==> src/rtl/if_fetch_queue_if.sv <==
// Fetch-stage bus bundle: instruction memory port, redirect input and decode handshake.
interface if_fetch_queue_if;
  logic        imem_read;
  logic [31:0] imem_address;
  logic [31:0] imem_rdata;
  logic        imem_resp;
  logic        redirect;
  logic [31:0] redirect_pc;
  logic        instr_valid;
  logic [31:0] instr;
  logic [31:0] instr_pc;
  logic        instr_ready;

  modport master (
    output imem_read, imem_address, instr_valid, instr, instr_pc,
    input  imem_rdata, imem_resp, redirect, redirect_pc, instr_ready
  );

  modport slave (
    input  imem_read, imem_address, instr_valid, instr, instr_pc,
    output imem_rdata, imem_resp, redirect, redirect_pc, instr_ready
  );
endinterface

==> src/rtl/if_fetch_queue.sv <==
// Instruction fetch stage: single-outstanding imem reads feeding a small {word, pc} FIFO
// towards decode, with flush-and-restart on redirect.
module if_fetch_queue #(
  parameter int unsigned DEPTH    = 4,
  parameter logic [31:0] RESET_PC = 32'h6000_0000
) (
  input logic              clk,
  input logic              rst,
  if_fetch_queue_if.master bus
);
  localparam int unsigned PTR_W = $clog2(DEPTH);
  localparam int unsigned CNT_W = PTR_W + 1;

  typedef enum logic [1:0] {IDLE, WAIT, DISCARD} state_t;

  typedef struct packed {
    logic [31:0] word;
    logic [31:0] pc;
  } entry_t;

  state_t           state_q, state_d;
  logic [31:0]      fetch_pc_q, fetch_pc_d;
  logic [31:0]      addr_q, addr_d;
  logic             read_q;
  logic [PTR_W-1:0] rd_ptr_q, rd_ptr_d;
  logic [PTR_W-1:0] wr_ptr_q, wr_ptr_d;
  logic [CNT_W-1:0] count_q, count_d;
  logic             valid_q;
  entry_t           head_q, head_d;
  entry_t           mem_q [DEPTH];

  logic             push, pop, space;
  logic [31:0]      target_pc;
  logic             unused_pc_bits;

  assign unused_pc_bits = ^bus.redirect_pc[1:0];

  // FIFO bookkeeping, fetch FSM and next values of every registered output.
  always_comb begin
    pop       = valid_q & bus.instr_ready;
    push      = bus.imem_resp & (state_q == WAIT) & ~bus.redirect;
    target_pc = {bus.redirect_pc[31:2], 2'b00};

    count_d  = count_q;
    rd_ptr_d = rd_ptr_q;
    wr_ptr_d = wr_ptr_q;
    if (bus.redirect) begin
      count_d  = '0;
      rd_ptr_d = '0;
      wr_ptr_d = '0;
    end else begin
      if (push) wr_ptr_d = wr_ptr_q + PTR_W'(1);
      if (pop)  rd_ptr_d = rd_ptr_q + PTR_W'(1);
      count_d = count_q + CNT_W'(push) - CNT_W'(pop);
    end
    space = count_d < CNT_W'(DEPTH);

    state_d    = state_q;
    fetch_pc_d = fetch_pc_q;
    case (state_q)
      IDLE: begin
        if (bus.redirect)  fetch_pc_d = target_pc;
        else if (space)    state_d    = WAIT;
      end
      WAIT: begin
        if (bus.redirect) begin
          fetch_pc_d = target_pc;
          state_d    = bus.imem_resp ? IDLE : DISCARD;
        end else if (bus.imem_resp) begin
          fetch_pc_d = fetch_pc_q + 32'd4;
          state_d    = space ? WAIT : IDLE;
        end
      end
      DISCARD: begin
        if (bus.redirect)  fetch_pc_d = target_pc;
        if (bus.imem_resp) state_d    = IDLE;
      end
      default: state_d = IDLE;
    endcase

    // The in-flight read keeps its address while fetch_pc already holds the redirect target.
    addr_d = (state_d == DISCARD) ? addr_q : fetch_pc_d;

    // Head bypass: a word pushed into an empty (or emptying) FIFO becomes the head directly.
    head_d = mem_q[rd_ptr_d];
    if (push && (wr_ptr_q == rd_ptr_d)) begin
      head_d.word = bus.imem_rdata;
      head_d.pc   = fetch_pc_q;
    end
    if (count_d == '0) head_d = '0;
  end

  always_ff @(posedge clk or negedge rst) begin
    if (!rst) begin
      state_q    <= IDLE;
      fetch_pc_q <= RESET_PC;
      addr_q     <= RESET_PC;
      read_q     <= 1'b0;
      rd_ptr_q   <= '0;
      wr_ptr_q   <= '0;
      count_q    <= '0;
      valid_q    <= 1'b0;
      head_q     <= '0;
    end else begin
      state_q    <= state_d;
      fetch_pc_q <= fetch_pc_d;
      addr_q     <= addr_d;
      read_q     <= (state_d != IDLE);
      rd_ptr_q   <= rd_ptr_d;
      wr_ptr_q   <= wr_ptr_d;
      count_q    <= count_d;
      valid_q    <= (count_d != '0);
      head_q     <= head_d;
    end
  end

  // Entry storage; only read where the count says it holds live data.
  always_ff @(posedge clk) begin
    if (push) begin
      mem_q[wr_ptr_q].word <= bus.imem_rdata;
      mem_q[wr_ptr_q].pc   <= fetch_pc_q;
    end
  end

  assign bus.imem_read    = read_q;
  assign bus.imem_address = addr_q;
  assign bus.instr_valid  = valid_q;
  assign bus.instr        = head_q.word;
  assign bus.instr_pc     = head_q.pc;
endmodule

==> src/flat_wrapper.sv <==
// flat-port wrapper written by rule: the top's interface ports become plain ports
module if_fetch_queue_flat 
#(
  parameter int unsigned DEPTH    = 4,
  parameter logic [31:0] RESET_PC = 32'h6000_0000
)
  (clk, rst, bus_imem_read, bus_imem_address, bus_instr_valid, bus_instr, bus_instr_pc, bus_imem_rdata, bus_imem_resp, bus_redirect, bus_redirect_pc, bus_instr_ready);
  if_fetch_queue_if bus_i ();
  input logic clk;
  input logic rst;
  output wire logic [$bits(bus_i.imem_read)-1:0] bus_imem_read;
  output wire logic [$bits(bus_i.imem_address)-1:0] bus_imem_address;
  output wire logic [$bits(bus_i.instr_valid)-1:0] bus_instr_valid;
  output wire logic [$bits(bus_i.instr)-1:0] bus_instr;
  output wire logic [$bits(bus_i.instr_pc)-1:0] bus_instr_pc;
  input wire logic [$bits(bus_i.imem_rdata)-1:0] bus_imem_rdata;
  input wire logic [$bits(bus_i.imem_resp)-1:0] bus_imem_resp;
  input wire logic [$bits(bus_i.redirect)-1:0] bus_redirect;
  input wire logic [$bits(bus_i.redirect_pc)-1:0] bus_redirect_pc;
  input wire logic [$bits(bus_i.instr_ready)-1:0] bus_instr_ready;
  assign bus_imem_read = bus_i.imem_read;
  assign bus_imem_address = bus_i.imem_address;
  assign bus_instr_valid = bus_i.instr_valid;
  assign bus_instr = bus_i.instr;
  assign bus_instr_pc = bus_i.instr_pc;
  assign bus_i.imem_rdata = bus_imem_rdata;
  assign bus_i.imem_resp = bus_imem_resp;
  assign bus_i.redirect = bus_redirect;
  assign bus_i.redirect_pc = bus_redirect_pc;
  assign bus_i.instr_ready = bus_instr_ready;
  if_fetch_queue #(.DEPTH(DEPTH), .RESET_PC(RESET_PC)) u_core (.clk(clk), .rst(rst), .bus(bus_i));
endmodule
==> config.mk <==
export PLATFORM = sky130hd
export DESIGN_NAME = if_fetch_queue_flat
export DESIGN_NICKNAME = d
export VERILOG_FILES = /design/src/rtl/if_fetch_queue_if.sv /design/src/rtl/if_fetch_queue.sv /design/src/flat_wrapper.sv
export SDC_FILE = /design/constraint.sdc
export NUM_CORES = 1
export LEC_CHECK = 0
export ABC_AREA = 1
export CORE_MARGIN = 5
export CORE_UTILIZATION = 61
export CTS_CLUSTER_SIZE = 12
export DETAILED_ROUTE_END_ITERATION = 10
export GPL_TIMING_DRIVEN = 0
export PLACE_DENSITY = 0.95
export SLEW_MARGIN = 20
export SYNTH_ARGS = -nofsm -noshare
export SYNTH_HDL_FRONTEND = slang
export SYNTH_SLANG_ARGS = --single-unit
==> constraint.sdc <==
create_clock -name clk -period 7.75 [get_ports clk]
set_clock_uncertainty 0.2 [all_clocks]
set_input_delay 1.55 -clock clk [delete_from_list [all_inputs] [get_ports clk]]
set_output_delay 1.55 -clock clk [all_outputs]
set_load 0.005 [all_outputs]
Word level (Yosys, flattened, before mapping)
Memory sizes are Yosys's and may differ from the RTL's.
Index checks and enable logic that the tools add are counted.
{"block": "totals", "ff_bits": 139, "ram_bits": 256, "inputBits": 69, "out_inout_bits": 98, "elab_cells": 53, "memories": 1}
{"name": "u_core.mem_q", "depth": 4, "width": 64, "read_ports": 1, "rd_clocked_by_memory_dff": 0, "write_ports": 1, "line_no": "if_fetch_queue.sv:30", "rtl": "entry_t mem_q [DEPTH];"}
{"block": "classes", "n_addsub": 5, "n_lt_le_gt_ge": 1, "eq_ne": 4, "mux": 21, "bitwise_logic": 4, "n_reduce_logical": 7}
{"operator": "64-bit two-way mux", "n": 2}
{"operator": "32-bit two-way mux", "n": 3}
{"operator": "32-bit one-hot mux with 2 select lines", "n": 1}
{"operator": "32-bit by 3-bit adder with 32-bit output (second input constant)", "n": 1}
{"operator": "2-bit two-way mux", "n": 10}
{"operator": "2-bit one-hot mux with 3 select lines", "n": 1}
{"operator": "2-bit by 1-bit adder with 2-bit output (second input constant)", "n": 2}
{"operator": "2-bit equality test (second input constant)", "n": 2}
{"operator": "2-bit nonzero test", "n": 2}
{"operator": "3-bit by 1-bit adder with 3-bit output", "n": 1}
{"operator": "1-bit bitwise AND", "n": 3}
{"operator": "3-bit zero test", "n": 1}
{"operator": "3-bit less-than comparator (second input constant)", "n": 1}
{"operator": "1-bit two-way mux", "n": 3}
{"operator": "3-bit two-way mux", "n": 1}
{"operator": "3-bit nonzero test", "n": 1}
{"operator": "3-bit by 1-bit subtractor with 3-bit output", "n": 1}
{"operator": "2-bit by 1-bit equality test with 1-bit output (second input constant)", "n": 1}
{"operator": "2-bit equality test", "n": 1}
{"operator": "2-bit zero test", "n": 1}
{"operator": "2-bit OR reduction", "n": 1}
{"operator": "1-bit logical AND", "n": 1}
{"operator": "1-bit inverter", "n": 1}

Depth between registers and ports, before layout
{"block": "logic_depth", "ltp_word": 12, "mapped_depth": 14, "depth_no_buf": 12}

Worst setup path after synthesis
Ideal clock, no wire load.
{"block": "synth_timing", "kind": "in2reg", "start": "in bus_redirect", "end": "mem u_core.mem_q[0][0] (netlist bit) (enable)", "setup_ns": 0.486, "arrival_time_ns": 4.613, "required_time_ns": 7.064, "path_slack_ns": 2.451, "cell_stages": 4, "path_buffers": 1, "cell_sequence": "buf_4 > nor2_8 > inv_1 > nor2_1"}
{"block": "synth_between", "elab_chain_len": 4}
{"element": "start, declared", "line_no": "flat_wrapper.sv:18", "rtl": "input wire logic [$bits(bus_i.redirect)-1:0] bus_redirect;"}
{"element": "1-bit inverter", "line_no": "if_fetch_queue.sv:41", "rtl": "push = bus.imem_resp & (state_q == WAIT) & ~bus.redirect;"}
{"element": "1-bit bitwise AND", "line_no": "if_fetch_queue.sv:41"}
{"element": "1-bit two-way mux", "line_no": "if_fetch_queue.sv:119", "rtl": "if (push) begin"}
{"element": "1-bit two-way mux (implied by the code)", "line_no": "if_fetch_queue.sv:121", "rtl": "mem_q[wr_ptr_q].pc <= fetch_pc_q;"}
{"element": "end, declared", "line_no": "if_fetch_queue.sv:30"}
No other way between the ends.

==> summary.md <==
| Metric | Value |
|---|---|
| Clock sinks | 395 |
| Worst Path Required | 7950 ps |
| Critical path class | in2reg |
| Class of the worst hold path | reg2reg |
| CP max-delay cell | clkbuf_1 |
| CORE AREA | 27000 um^2 |
| Worst hold start | u_core.bus.imem_address[4] |
| Syn-to-layout area delta | 21.7% |
| Slew headroom | 56.0% |
| Root Buffer | clkbuf_16 |
| Largest area contributor in the netlist | edfxtp_1 |
| WP data arrival | 4990 ps |
| Status | finished, final reports clean |
| Non-filler cells, final | 2193 |
| Total power draw | 6890 uW |
| Main area contributors after synthesis | edfxtp_1 46%, dfrtp_1 20%, nor2_1 6.4% |
| Power per cell area | 338 nW/um^2 |
| Top post-synthesis cells by count | 284 x nor2_1, 276 x nand2_1, 256 x edfxtp_1 |
| First-pass GRT wire length | 74.9 mm |
| Top FF cell, synth | edfxtp_1 |
| Crit path cell chain | clkdlybuf4s50_1, nand2_1, inv_2, ha_1, inv_1, ha_1, inv_1, fa_1, xor2_1, a31oi_1, buf_2, clkbuf_1, o21ai_1, nor2_1 |
| Startpoint Class | input port |
| DR iter-0 viols | 2083 |
| Largest net degree at the start of global routing | 73 |
| Post-CTS Setup Bufs | 0 |
| Worst path top cell family by delay | buffers and inverters |
| Crit share post-route | 61.9% |
| Reg clk slew, reported paths | 60 ps |
| Via count | 13648 |
| CP bufs+invs | 6 |
| Final Hold Viols | 0 |
| Area after DPL | 19200 um^2 |
| GRT Util Overall | 30.9% |
| Post-Place Cells | 2121 |
| WHS Path Cells | 2 |
| Cell depth of the worst setup path | 14 |
| Fmax | 209 MHz |
| Leak | 0.00821 uW |
| Max Buffers Root-to-Sink | 3 |
| Drc violations | 0 |
| Mapped Cells | 1604 |
| Number of synthesized flops with an enable pin | 256 |
| Site row count | 60 |
| Final Hold Slack | 274 ps |
| Vias in the first global route | 13690 |
| Top-count cell post-synth | nor2_1 |
| Horiz. Die Dim | 176 um |
| Post-layout nets | 1899 |
| Post-DP HPWL | 30.1 mm |
| Cts hold-fix bufs | 0 |
| Max VDD drop | 213 uV |
| Die Height | 176 um |
| Async SR Flop Fraction | 35.2% |
| # IOs | 167 |
| Setup ws final | 2950 ps |
| DIE AREA | 30900 um^2 |
| Syn_area_per_cell | 10.5 um^2 |
| R2R cell count | 14 |
| Antenna viol nets, final | 0 |
| Yosys reg bits | 395 |
| Initial antenna violation count | 0 |
| Max_cap viols | 0 |
| Slew at the pin with the worst max-slew slack | 658 ps |
| Clk_lat worst skew | 540 ps |
| Gp weighted congestion | 0.977 |
| CP Capture Type | flip-flop |
| Psw | 2300 uW |
| Final setup violation count | 0 |
| Internal power | 4590 uW |
| CTS buffer count | 40 |
| Switching Fraction | 33.4% |
| Final Instance Area | 20400 um^2 |
| Grt ovf | 0 |
| Clock share of power | 26.8% |
| # diodes | 0 |
| Initial core utilization | 62.0% |
| Final slew viol count | 0 |
| Routed length per instance | 22.0 um |
| CP max FO | 10 |
| Drt first pass iters | 6 |
| Synth top area share | 45.9% |
| Cell Area, Synth | 16800 um^2 |
| H-tree depth | 2 |
| Seq pwr share | 43.7% |
| Logic pwr share | 29.5% |
| YS warnings | 0 |
| Crit path launch | bus_instr_ready |
| Share of cells above drive strength 1 | 7.56% |
| Total Wirelength | 48.3 mm |
| RSZ-0062 raised after global routing | false |
| Minimum clock period | 4800 ps |
| CTS tree | done |
| Vias/cell | 6.22 |
| # fillers | 1550 |
| Mapped Nets | 1681 |
| CP max stage delay | 470 ps |
| RR Startpoint | u_core.state_q[0] |
| Port Buffers | 163 |
| Place WS | 2650 ps |
| Cts repair resizes | 0 |
| Number of distinct library cells after synthesis | 42 |
| Post-synthesis sequential area ratio | 66.6% |
[registers in the layout, summed over array words and instances, names as in the netlist]
name,count
u_core.bus.imem_address,32
u_core.bus.imem_read,1
u_core.bus.instr,32
u_core.bus.instr_pc,32
u_core.bus.instr_valid,1
u_core.count_q,3
u_core.fetch_pc_q,32
u_core.mem_q,256
u_core.rd_ptr_q,2
u_core.state_q,2
u_core.wr_ptr_q,2
[through the flow]
stage / util, % / setup TNS (ps)
after floorplan: - / 0
after global placement: 69.6 / -87910
after detailed placement: 71.0 / 0
after CTS: 75.5 / 0
after global routing: 75.5 / 0
final: 75.5 / 0
[power groups by stage]
stage,registers (uW),logic [uW],clock network [uW]
final,3010,2040,1840
after global routing,3060,2210,1930
after CTS,3000,2010,1840
after detailed placement,3020,1950,0
after global placement,3010,1850,0
after floorplan,2960,971,0
[routing by layer]
metal	global-route usage, %	routed length, um	share of wire (%)	up-vias
met5	0	0	0	-
met2	50.5	23600	49	1115
met3	5.85	5210	11	210
met4	14.5	2330	4.8	0
li1	-	-	-	5864
met1	40.6	17100	35	6459
[layout make-up]
type / count / area (um^2) / share of cell area, %
clock buffers: 67 / 1150 / 5.65
repair buffers: 176 / 1960 / 9.61
inverters: 147 / 556 / 2.72
flip-flops and latches: 395 / 11200 / 54.8
multi-input cells: 978 / 4630 / 22.7
well taps: 341 / 427 / 2.09
plain buffers: 84 / 439 / 2.15
clock inverters: 5 / 65.1 / 0.319
[cells in the final DEF (no fill, tap or decap), types with 5 or more instances in the layout]
master           synthesis  layout
a21oi_1                 14      14
buf_16                   0       9
buf_2                   30      30
buf_4                    9       9
buf_6                    7       7
clkbuf_1                36      58
clkbuf_16                0      40
clkbuf_8                 0       5
clkdlybuf4s50_1          0     162
dfrtp_1                135     135
edfxtp_1               256     256
ha_1                     7       7
inv_1                  140     140
nand2_1                276     276
nand3_1                 42      42
nand4_1                  8       8
nor2_1                 284     280
nor3_1                   7       7
o211ai_1                67      67
o21ai_0                120     120
o21ai_1                 98      98
o22ai_1                 12      12
o32ai_1                  8       8
or2_2                    7       7
[final timing paths]
| check | end | slack [ps] |
|---|---|---|
| max | u_core.bus.instr_pc[16] | 2950 |
| min | u_core.bus.imem_address[4] | 270 |
| max reg2reg | u_core.bus.instr_pc[16] | 3920 |
| min reg2reg | u_core.bus.imem_address[4] | 270 |
| max in group asynchronous | u_core.bus.instr[30] | 5820 |
| min in group asynchronous | u_core.bus.imem_address[28] | 790 |
[worst register-to-register path, cell delays in order, from the launching register on]
cell      delay, ps
dfrtp_1         320
buf_4           180
inv_4           100
nor2_8          190
nand2_4         110
nor2_8          160
ha_1            160
inv_1            60
fa_1            420
xor2_1          230
a31oi_1         310
buf_2           350
clkbuf_1        480
o21ai_1         150
nor2_1          280
[logic make-up after synthesis]
kind of cell	Yosys count	synth area share [%]
adders and majority gates	8	0.642
and+or+nand+nor	633	15.2
DFF	395	66.6
AOI/OAI and AO/OA	333	11.4
buffers and inverters	231	5.93
xor gates and xnor gates	4	0.209
Note: power is estimated with default switching activity, not from simulation.
